File: config.mk
export PLATFORM = sky130hd
export DESIGN_NAME = ppbuffer_deinterleaver
export DESIGN_NICKNAME = d
export VERILOG_FILES = /design/src/rtl/deint_pkg.sv /design/src/rtl/deint_bank.sv /design/src/rtl/ppbuffer_deinterleaver.sv
export SDC_FILE = /design/constraint.sdc
export NUM_CORES = 1
export LEC_CHECK = 0
export BUFFER_PORTS_ARGS = -buffer_cell sky130_fd_sc_hd__buf_2
export CORE_UTILIZATION = 50
export CTS_CLUSTER_DIAMETER = 60
export DETAILED_ROUTE_END_ITERATION = 12
export PLACE_DENSITY_LB_ADDON = 0.12
export SKIP_LAST_GASP = 1
export SLEW_MARGIN = 0
export SYNTH_ARGS = -nofsm -noshare
export SYNTH_HDL_FRONTEND = slang
export SYNTH_SLANG_ARGS = --single-unit
File: constraint.sdc
create_clock -name clk -period 2.61 [get_ports clk]
set_input_delay 0 -clock clk [delete_from_list [all_inputs] [get_ports clk]]
set_output_delay 0 -clock clk [all_outputs]
set_load 0.005 [all_outputs]
File: src/rtl/deint_pkg.sv
// Shared constants and types for the Ncbps=192 WiMax ping-pong block de-interleaver.
package deint_pkg;
  localparam int NCBPS  = 192;
  localparam int ROWS   = 16;
  localparam int COLS   = NCBPS / ROWS;
  localparam int ADDR_W = 8;

  localparam logic [3:0]        COL_LAST = 4'(COLS - 1);
  localparam logic [3:0]        ROW_LAST = 4'(ROWS - 1);
  localparam logic [ADDR_W-1:0] K_LAST   = ADDR_W'(NCBPS - 1);

  typedef enum logic [1:0] {EMPTY, FILLING, FULL, DRAINING} bank_state_t;
  typedef enum logic       {BANK_A, BANK_B} bank_sel_t;
endpackage

File: src/rtl/deint_bank.sv
// Simple dual-port 1 x 256 bit RAM; registered read, output held when not reading.
module deint_bank
  import deint_pkg::*;
(
  input  logic              clk,
  input  logic              reset,
  input  logic              i_we,
  input  logic [ADDR_W-1:0] i_waddr,
  input  logic              i_wdata,
  input  logic              i_rden,
  input  logic [ADDR_W-1:0] i_raddr,
  output logic              o_q
);
  logic r_mem [0:(1<<ADDR_W)-1];
  logic r_q;

  always_ff @(posedge clk)
    if (i_we) r_mem[i_waddr] <= i_wdata;

  always_ff @(posedge clk)
    if (reset)       r_q <= 1'b0;
    else if (i_rden) r_q <= r_mem[i_raddr];

  assign o_q = r_q;
endmodule

File: src/rtl/ppbuffer_deinterleaver.sv
// Ping-pong block de-interleaver: bits land at k = {col,row} in one bank while
// the other bank streams out in linear k order.
module ppbuffer_deinterleaver
  import deint_pkg::*;
(
  input  logic clk,
  input  logic reset,
  input  logic wrdata,
  input  logic valid_in,
  output logic ready_out,
  output logic q,
  output logic valid_out,
  input  logic ready_in,
  output logic block_done
);
  bank_state_t       r_state [2];
  bank_state_t       w_state_nxt [2];
  bank_sel_t         r_wptr, r_rptr, r_qsel;
  logic [3:0]        r_col, r_row;
  logic [ADDR_W-1:0] r_raddr;
  logic              r_vld, r_last;
  logic              w_accept, w_rden, w_wlast, w_rlast;
  logic [ADDR_W-1:0] w_waddr;
  logic [1:0]        w_q;

  assign w_wlast = (r_col == COL_LAST) && (r_row == ROW_LAST);
  assign w_rlast = (r_raddr == K_LAST);
  assign w_waddr = {r_col, r_row};

  // Bank FSMs: state register
  always_ff @(posedge clk)
    if (reset) begin
      r_state[0] <= EMPTY;
      r_state[1] <= EMPTY;
    end else begin
      r_state[0] <= w_state_nxt[0];
      r_state[1] <= w_state_nxt[1];
    end

  // Writer and reader never target the same bank, so both updates can apply.
  always_comb begin
    w_state_nxt = r_state;
    for (int b = 0; b < 2; b++) begin
      if (w_accept && r_wptr == bank_sel_t'(b))
        w_state_nxt[b] = w_wlast ? FULL : FILLING;
      if (w_rden && r_rptr == bank_sel_t'(b))
        w_state_nxt[b] = w_rlast ? EMPTY : DRAINING;
    end
  end

  always_comb begin
    ready_out = !reset && (r_state[r_wptr] == EMPTY || r_state[r_wptr] == FILLING);
    w_accept  = valid_in && ready_out;
    w_rden    = (r_state[r_rptr] == FULL || r_state[r_rptr] == DRAINING) &&
                (!r_vld || ready_in);
  end

  always_ff @(posedge clk)
    if (reset) begin
      r_wptr  <= BANK_A;
      r_rptr  <= BANK_A;
      r_qsel  <= BANK_A;
      r_col   <= '0;
      r_row   <= '0;
      r_raddr <= '0;
      r_vld   <= 1'b0;
      r_last  <= 1'b0;
    end else begin
      if (w_accept) begin
        if (w_wlast) begin
          r_col  <= '0;
          r_row  <= '0;
          r_wptr <= (r_wptr == BANK_A) ? BANK_B : BANK_A;
        end else if (r_col == COL_LAST) begin
          r_col <= '0;
          r_row <= r_row + 4'd1;
        end else begin
          r_col <= r_col + 4'd1;
        end
      end
      if (w_rden) begin
        r_raddr <= w_rlast ? '0 : r_raddr + ADDR_W'(1);
        r_qsel  <= r_rptr;
        r_last  <= w_rlast;
        if (w_rlast) r_rptr <= (r_rptr == BANK_A) ? BANK_B : BANK_A;
      end
      if (w_rden)        r_vld <= 1'b1;
      else if (ready_in) r_vld <= 1'b0;
    end

  for (genvar g = 0; g < 2; g++) begin : g_bank
    deint_bank u_bank (
      .clk     (clk),
      .reset   (reset),
      .i_we    (w_accept && r_wptr == bank_sel_t'(g)),
      .i_waddr (w_waddr),
      .i_wdata (wrdata),
      .i_rden  (w_rden && r_rptr == bank_sel_t'(g)),
      .i_raddr (r_raddr),
      .o_q     (w_q[g])
    );
  end

  assign q          = w_q[r_qsel];
  assign valid_out  = r_vld;
  assign block_done = !reset && r_vld && ready_in && r_last;
endmodule

After elaboration in Yosys (flattened, before gate mapping)
Memories as Yosys holds them, arrays and structs flattened. A register that Yosys moved wholly into a read port is not among the register bits.
Cells that the tools add are included.
Cells by class
  $add $sub $neg: 3
  magnitude comparators: 3
  equality and inequality tests: 6
  multiplexer cells: 27
  bitwise operators: 4
  reduce and logical (&&, ||, !) cells: 24
Operators with widths (number)
  2-bit two-way mux: 12
  4-bit two-way mux: 4
  1-bit logical AND: 11
  1-bit two-way mux: 10
  4-bit by 1-bit adder with 4-bit output, second input constant: 2
  8-bit by 1-bit adder with 8-bit output, second input constant: 1
  4-bit == test, second input constant: 2
  8-bit == test, second input constant: 1
  8-bit two-way mux: 1
  2-bit nonzero test: 4
  2-bit AND reduction: 3
  2-bit == test, second input constant: 2
  2-bit greater-or-equal comparator, second input constant: 2
  1-bit inverter with 2-bit output: 2
  1-bit logical OR: 3
  2-bit by 1-bit == test with 1-bit output, second input constant: 1
  1-bit zero test: 2
  2-bit zero test: 1
  1-bit by 2-bit < comparator with 1-bit output, second input constant: 1
  1-bit inverter: 2
Word-level totals
  register bits: 25
  RAM bits: 512
  input bits: 5
  memories: 2
Memories
  g_bank[0].u_bank.r_mem: depth 256, width 1, read ports 1, clocked after memory_dff 1, wr ports 1, RTL line deint_bank.sv:14  | logic r_mem [0:(1<<ADDR_W)-1];
  g_bank[1].u_bank.r_mem: depth 256, width 1, read ports 1, clocked after memory_dff 1, wr ports 1, RTL line deint_bank.sv:14

Logic depth before layout (Yosys ltp)
Gate-level depths: netlist of the first run.
  word-level depth: 11
  depth in mapped cells: 12

Cells and area by module
From an unflattened synthesis of the first run, not the netlist that was laid out.
Unflattened totals
  cells, all modules: 1726
  area, all modules: 23679.0 um2
Modules (own cells, without submodules)
  deint_bank: times used 2, cells each 798, area each 11273.3 um2, seq. area each 7707.4 um2
  ppbuffer_deinterleaver: times used 1, cells each 130, area each 1132.3 um2, seq. area each 460.4 um2

Worst setup path before layout of the first run
OpenSTA, ideal clock, no wires.
  kind: register to register
  start: reg r_raddr[0]
  end: reg g_bank[0].u_bank.r_q, read port of g_bank[0].u_bank.r_mem
  setup time: 0.132 ns
  arrival time: 2.161 ns
  path slack: 0.317 ns
  stages on the path, launching flop included: 10
  path buffers: 3
  cells stage by stage: dfxtp_1 -> buf_6 -> buf_12 -> buf_4 -> mux4_2 -> a22oi_1 -> nand3_1 -> a41o_1 -> o311ai_1 -> a31oi_1
RTL lines
  from (decl): RTL line ppbuffer_deinterleaver.sv:20  | logic [ADDR_W-1:0] r_raddr;
  from (signal assigned): RTL line ppbuffer_deinterleaver.sv:82  | r_raddr <= w_rlast ? '0 : r_raddr + ADDR_W'(1);
  to (decl): RTL line deint_bank.sv:15  | logic r_q;

Worst setup path in the final report of the first run
  start: reg r_wptr
  end: mem g_bank[1].u_bank.r_mem[201], enable pin
On the way
  longest elaborated chain between the ends: 11
  elaborated cells between the ends (all ways): 12
Ends and longest elaborated chain
  from (decl): RTL line ppbuffer_deinterleaver.sv:18  | bank_sel_t r_wptr, r_rptr, r_qsel;
  from (signal assigned): RTL line ppbuffer_deinterleaver.sv:73  | r_wptr <= (r_wptr == BANK_A) ? BANK_B : BANK_A;
  1-bit inverter with 2-bit output (implied by the code): RTL line ppbuffer_deinterleaver.sv:52  | ready_out = !reset && (r_state[r_wptr] == EMPTY || r_state[r_wptr] == FILLING);
  2-bit two-way mux (implied by the code) (3 in a row): RTL line ppbuffer_deinterleaver.sv:52
  2-bit by 1-bit == test with 1-bit output / 2-bit zero test (equally long branches): RTL line ppbuffer_deinterleaver.sv:52
  1-bit logical OR: RTL line ppbuffer_deinterleaver.sv:52
  1-bit logical AND: RTL line ppbuffer_deinterleaver.sv:52
  1-bit logical AND: RTL line ppbuffer_deinterleaver.sv:53  | w_accept = valid_in && ready_out;
  1-bit logical AND *: RTL line ppbuffer_deinterleaver.sv:95  | .i_we (w_accept && r_wptr == bank_sel_t'(g)),
  1-bit two-way mux *: RTL line deint_bank.sv:18  | if (i_we) r_mem[i_waddr] <= i_wdata;
  1-bit two-way mux (implied by the code) *: RTL line deint_bank.sv:18
  to (decl): RTL line deint_bank.sv:14
Mark *: on every way between the ends. The rest lies on a longest branch, timed or not. The select of a mux whose other input is x is not followed.

==> summary.txt, run 1 <==
Die
  – Core area: around 0.047 mm^2
  – Top Ports: 9
  – Die Y: around 220 um
  – Die ar.: a little under 0.05 mm^2
  – # rows: between 70 and 80
  – Initial Utilization: 0.5069
  – Die width: between 200 and 250 um

Timing
  – Clock Skews: between 10 and 15 ps
  – Setup WS post-layout: between 20 and 25 ps
  – Final Hold Viols: 0
  – Slew Limit Fails: 0
  – Highest clock rate: a little under 0.4 GHz
  – Period Utilization, post-route: 0.9916
  – Final worst path period need: between 2000 and 3000 ps
  – Slew headroom: 0.4468
  – Final setup fails: 0
  – RSZ-0062 raised after global routing: true
  – Post-Route Setup TNS: 0 ps
  – Worst Tran Pin Value: a little over 800 ps

Critical path
  – CP Max Fanout: 16
  – Max stage delay cell, worst path: nand2_1
  – CP endpoint kind: register
  – CP Launch Type: register
  – Crit path required time: around 2900 ps
  – Crit-path max cell delay: 500 ps
  – Data arrival, critical path: 2890 ps
  – Worst setup path category: register to register
  – Cells along the critical path: buf_4 > nor2b_1 > a2111oi_4 > nand2_1 > nor2_1 > nand2_1 > nor2_1

Yosys
  – Cell taking the most area after synthesis: edfxtp_1
  – Synth warn: 0
  – Post-synth cell types: 70
  – Mapped Cells: between 1.5k and 2k
  – Share of flip-flops with an asynchronous set or reset: 0
  – Synth Flop Type: edfxtp_1
  – Mapped Nets: 1,718
  – Mean Syn Cell Area: between 10 and 15 um^2
  – Post-synth EDFFs: approximately 510
  – Top cell type's share of synthesized area: 0.6515
  – Mapped cell area: about 0.024 mm^2
  – Synth area leaders: edfxtp_1 65%, mux4_2 9.2%, nor2_1 8.7%
  – Register area share after synthesis: 0.6727
  – Seq cells post-synth: ~540

CTS
  – Num Clock Sinks: 537
  – Root Buffer: clkbuf_16
  – H-tree Lvls: 2
  – Clock Latency Late Sink: about 610 ps
  – Clk buf depth: 3
  – Inserted Clock Buffers: 57
  – Clk slew on worst S/H paths: 60 ps
  – CTS tree: built

Power and ir drop
  – PwrDens: between 600 and 700 mW/mm^2
  – Worst vdd ir: roughly 0.00057 V
  – Total power: between 15 and 20 mW
  – Leak: between 8 and 9 nW

Placed design
  – I/O Buffers: 8
  – GPL Wtd Cong: between 0.8 and 0.9
  – Post-DP HPWL: 36.87 mm
  – Pre-CTS WS: around 51 ps

Flow run
  – Max Cap Violations: 0

Drt
  – Routed len/inst: around 26 um
  – Antenna-violating nets left: 0
  – Detailed Route Iter0 Violations: 1,575
  – Routed wire length: approximately 63 mm
  – DR DRC count: 0
  – DRT Pass-1 Iters: 5
  – Avg Vias per Cell: slightly above 6
  – Via count: 14.68k

Global route
  – Number of global-route vias before repair: between 10k and 15k
  – Final global-route overflow total: 0
  – Largest net degree at the start of global routing: around 130
  – GRT Overall Usage: 0.2674
  – Initial antenna violation count: 0
  – Global-route wire length before repair: just over 90 mm

Run status
  – Status: complete, no violations

Layout
  – Final Util: 0.5769
  – Layout area overhead: 13.81%
  – Fillers: roughly 3.7k
  – Proportion of layout cells with a drive suffix above 1: 0.1944
  – Most frequent cells in the layout: 547 x nor2_1, 512 x edfxtp_1, 117 x buf_4
  – Fin nets: roughly 1.8k
  – Most common cell after layout, fill and taps aside: nor2_1
  – # diodes: 0

Worst hold path
  – HP Class: input pin to register
==> flip-flops by register name, summed over array words and instances, names as in the netlist <==
signal and count:
g_bank.u_bank.o_q 2, g_bank.u_bank.r_mem 512, r_col 4, r_last 1
r_qsel 1, r_raddr 8, r_row 4, r_rptr 1
r_state 2, r_wptr 1, valid_out 1
==> critical path: cells and delay by family, from the launching register on <==
family,cells,cell delay [ps]
buffers and inverters,1,160
and+or+nand+nor,5,1530
DFF,1,360
AOI/OAI and AO/OA,1,220
==> through the flow <==
step	instances	area (um^2)	hold slack (ps)
final	2418	26860	136.1
after global routing	2418	26860	136.1
after CTS	2412	26730	125.9
after detailed placement	2305	24930	464.1
after global placement	2305	24930	465.5
after floorplan	1704	23600	98.87
==> cell usage after synthesis, types with 9 or more instances <==
cell      number
nand3_1       24
mux4_2        96
nor2_1       547
dfxtp_1       25
mux4_1        12
mux2i_1       39
edfxtp_1     512
nor2b_1       10
ha_1           9
buf_2         18
inv_1          9
o22ai_1        9
buf_4         11
and2_1        10
clkbuf_1      86
a21oi_1       28
a22oi_1       20
nand2_1       82
buf_1         19
a221oi_1      10
==> path summary, 6_finish.rpt <==
path         slack [ps]  depth (start not counted)                                    end                 from
max reg2reg          20                          7  g_bank[1].u_bank.r_mem[201]$_DFFE_PP_  r_wptr$_SDFFE_PP0P_
max                  20                          7  g_bank[1].u_bank.r_mem[201]$_DFFE_PP_  r_wptr$_SDFFE_PP0P_
min                 140                          6                  r_col[1]$_SDFFE_PP0N_             valid_in
min reg2reg         510                          2                    r_qsel$_SDFFE_PP0N_  r_qsel$_SDFFE_PP0N_
==> layer usage <==
metal | wire [um] | part of all wire | vias up | GRT usage
met5 | 0 | 0 | - | 0
li1 | - | - | 6377 | -
met4 | 1311 | 0.021 | 0 | 0.06713
met1 | 26710 | 0.42 | 7634 | 0.3757
met2 | 30070 | 0.48 | 571 | 0.4309
met3 | 5063 | 0.080 | 94 | 0.05059
==> report_power, final <==
part	switching [mW]	total [mW]	internal [mW]
sequential	0.0142	9.45	9.43
clock	3.28	7.76	4.48
combinational	0.357	0.653	0.296
==> final cells by class <==
cell class	instances	area, um^2	area share
flip-flops and latches	537	15880	0.5914
multi-input cells	1009	7003	0.2607
clock buffers	77	1531	0.05702
repair buffers	150	1410	0.05250
well taps	607	759.5	0.02828
clock inverters	26	226.5	0.008432
inverters	12	45.04	0.001677
==> cells by family after synthesis <==
| kind of cell | count (synthesis) | synth area share |
|---|---|---|
| adders and majority gates | 9 | 0.004772 |
| AOI/OAI and AO/OA | 120 | 0.03780 |
| xor gates and xnor gates | 10 | 0.003711 |
| buffers and inverters | 158 | 0.03335 |
| DFF | 537 | 0.6727 |
| muxes | 155 | 0.1253 |
| and+or+nand+nor | 715 | 0.1224 |
==> timing repair <==
item / 4_1_cts / 5_1_grt
resized for setup: 0 / 6
endpoints found under the setup margin: 0 / 53
buffers inserted: 0 / 3
hold endpoints to repair: 90 / 0
hold buffers: 4 / 0
(Power assumes the default switching activity.)
==> run 2: changes to the inputs <==
Settings changed: CORE_ASPECT_RATIO set to 1.5.
==> summary.txt, run 2 (synthesized netlist as in run 1, its figures left out) <==
Power and ir drop
  – Clock Power Share: 0.407 (-0.028)
  – Switching share of power: 0.2064 (+0.001772)
  – Total power: 17.02 mW (-4.7%)
  – Comb pwr share: 0.038 (about the same)
  – Sequential share of power: 0.555 (+0.026)
  – PwrDens: 636.4 mW/mm^2 (-4.3%)
  – Psw: 3.513 mW (-3.9%)
  – Worst vdd ir: 0.0004630 V (-19%)
  – Leak: 8.068 nW (about the same)
  – P_int: 13.51 mW (-4.9%)

Die
  – Die Y: 268.1 um (+22%)
  – Initial Utilization: 0.5064 (-0.0005308)
  – # rows: 97 (+23%)
  – Core area: 0.04660 mm^2 (+0.10%)
  – Top Ports: 9 (unchanged)
  – Die width: 179.4 um (-18%)
  – Die ar.: 0.04809 mm^2 (about the same)

Layout
  – Proportion of layout cells with a drive suffix above 1: 0.2050 (+0.01059)
  – Non-filler cells, final: 2,410 (-0.33%)
  – Max reg flops: 512 (unchanged)
  – Final Util: 0.5739 (-0.003074)
  – Most common cell after layout, fill and taps aside: nor2_1
  – Most frequent cells in the layout: 546 x nor2_1, 512 x edfxtp_1, 130 x buf_4
  – Fin nets: 1,790 (+0.51%)
  – Largest regs: g_bank.u_bank.r_mem x512, r_raddr x8
  – Largest Register: g_bank.u_bank.r_mem
  – Design area: 0.02674 mm^2 (-0.43%)
  – Layout area overhead: 13.32%

Timing
  – Final Hold Viols: 0 (unchanged)
  – Period Utilization, post-route: 0.9805 (-0.01105)
  – Final setup fails: 0 (unchanged)
  – Worst hold slack: 156.1 ps (+20.01 ps)
  – Slew Limit Fails: 0 (unchanged)
  – Highest clock rate: 0.3907 GHz (+1.1%)
  – Setup WS post-layout: 50.77 ps (+28.83 ps)
  – Worst Tran Pin Value: 702.5 ps (-127.3 ps)
  – Clock Skews: 15.33 ps (+2.609 ps)
  – Final worst path period need: 2559 ps (-28.83 ps)
  – Post-Route Setup TNS: 0 ps (unchanged)
  – RSZ-0062 raised after global routing: true
  – Slew headroom: 0.5316 (+0.08486)

CTS
  – Num Clock Sinks: 537 (unchanged)
  – Inserted Clock Buffers: 50 (-12%)
  – Clk buf depth: 3 (unchanged)
  – CTS tree: built
  – H-tree Lvls: 2 (unchanged)
  – Clock Latency Late Sink: 580 ps (-30 ps)
  – Root Buffer: clkbuf_16
  – Clk slew on worst S/H paths: 70 ps (about the same)

Global route
  – Initial antenna violation count: 1 (+1)
  – GR Layer Usage met1: 0.3361 (-0.03957)
  – GR peak layer: met2
  – Met3 Track Usage GR: 0.02688 (-0.02371)
  – Global-route wire length before repair: 94.24 mm (+2.0%)
  – GRT Overall Usage: 0.2727 (+0.005240)
  – Final global-route overflow total: 0 (unchanged)
  – Number of global-route vias before repair: 15.03k (+3.6%)
  – Largest net degree at the start of global routing: 133 (+5.6%)
  – M2 GR Usage: 0.4933 (+0.06244)

Drt
  – Routed wire length: 63.64 mm (+0.77%)
  – Via count: 14.62k (-0.40%)
  – Antenna-violating nets left: 0 (unchanged)
  – Routed len/inst: 26.41 um (+1.1%)
  – Detailed Route Iter0 Violations: 1,314 (-17%)
  – DRT Pass-1 Iters: 7 (+2)
  – Avg Vias per Cell: 6.066 (about the same)
  – DR DRC count: 0 (unchanged)

Critical path
  – Data arrival, critical path: 3010 ps (+120 ps)
  – Crit path required time: 3060 ps (+150 ps)
  – Worst setup path category: register to register
  – CP Launch Type: register
  – CP Max Fanout: 11 (-5)
  – CP endpoint kind: register

Placed design
  – Placed Area: 0.02501 mm^2 (+0.33%)
  – Pre-CTS WS: -154.6 ps (-205.6 ps)
  – Dpl cells: 2,305 (unchanged)
  – Post-DP HPWL: 38.36 mm (+4.0%)
  – GPL Wtd Cong: 0.8231 (-0.47%)
  – I/O Buffers: 8 (unchanged)

Worst hold path
  – HP Class: input pin to register

Run status
  – Status: complete, no violations

Flow run
  – Max Cap Violations: 0 (unchanged)
[run 2: changes by cell type in the layout (fill, tap and decap cells not counted), sizes merged]
cell | before | now
clkinv | 22 | 30
bufinv | 4 | 1
clkbuf | 80 | 64
inv | 11 | 9
diode | 0 | 1
clkinvlp | 1 | 0
buf | 143 | 162
dlygate4sd3 | 4 | 3
[run 2: power by group through the flow]
stage          registers (mW)  logic [mW]  clock network [mW]
6_report                 9.44       0.650                6.92
5_1_grt                  9.44       0.698                7.32
4_1_cts                  9.44       0.639                7.02
3_5_place_dp             9.63       0.617                   0
3_3_place_gp             9.63       0.605                   0
2_1_floorplan            9.62       0.391                   0
[run 2: layout make-up]
type	instances	area, um^2
Fill cell	3780	19860
Timing Repair Buffer	166	1518
Clock buffer	63	1364
Sequential cell	537	15880
Antenna cell	1	2.502
Tap cell	594	743.2
Multi-Input combinational cell	1009	7038
Inverter	12	45.04
Clock inverter	28	150.1
[run 2: routing by layer]
layer,share of wire,wire (um)
met1,0.38,24250
met2,0.53,33720
met3,0.053,3356
met4,0.037,2323
met5,0,0
[run 2: worst paths after layout]
check	cells after the start	from	endpoint	slack [ps]
worst min-delay path	6	valid_in	r_col[0]$_SDFFE_PP0N_	160
worst min register to register	2	r_last$_SDFFE_PP0N_	r_last$_SDFFE_PP0N_	510
worst max-delay path	8	r_raddr[0]$_SDFFE_PP0N_	g_bank[0].u_bank.o_q$_SDFFE_PP0P_	50
worst max register to register	8	r_raddr[0]$_SDFFE_PP0N_	g_bank[0].u_bank.o_q$_SDFFE_PP0P_	50
[run 2: worst max-delay path, cell delays in order (launching register included)]
cell and delay [ps]:
dfxtp_4 460, buf_12 180, buf_4 180, mux4_2 520, a22oi_1 240, a21oi_1 200, or3_1 410, o311ai_2 120
a31oi_1 120
[run 2: what timing repair did]
| action | CTS | global route |
|---|---|---|
| cloned | 0 | 1 |
| hold buffers | 3 | 0 |
| hold endpoints to repair | 127 | 0 |
| setup buffers | 5 | 4 |
| pin swaps | 0 | 6 |
| endpoints found under the setup margin | 2 | 6 |
| resized for setup | 2 | 12 |
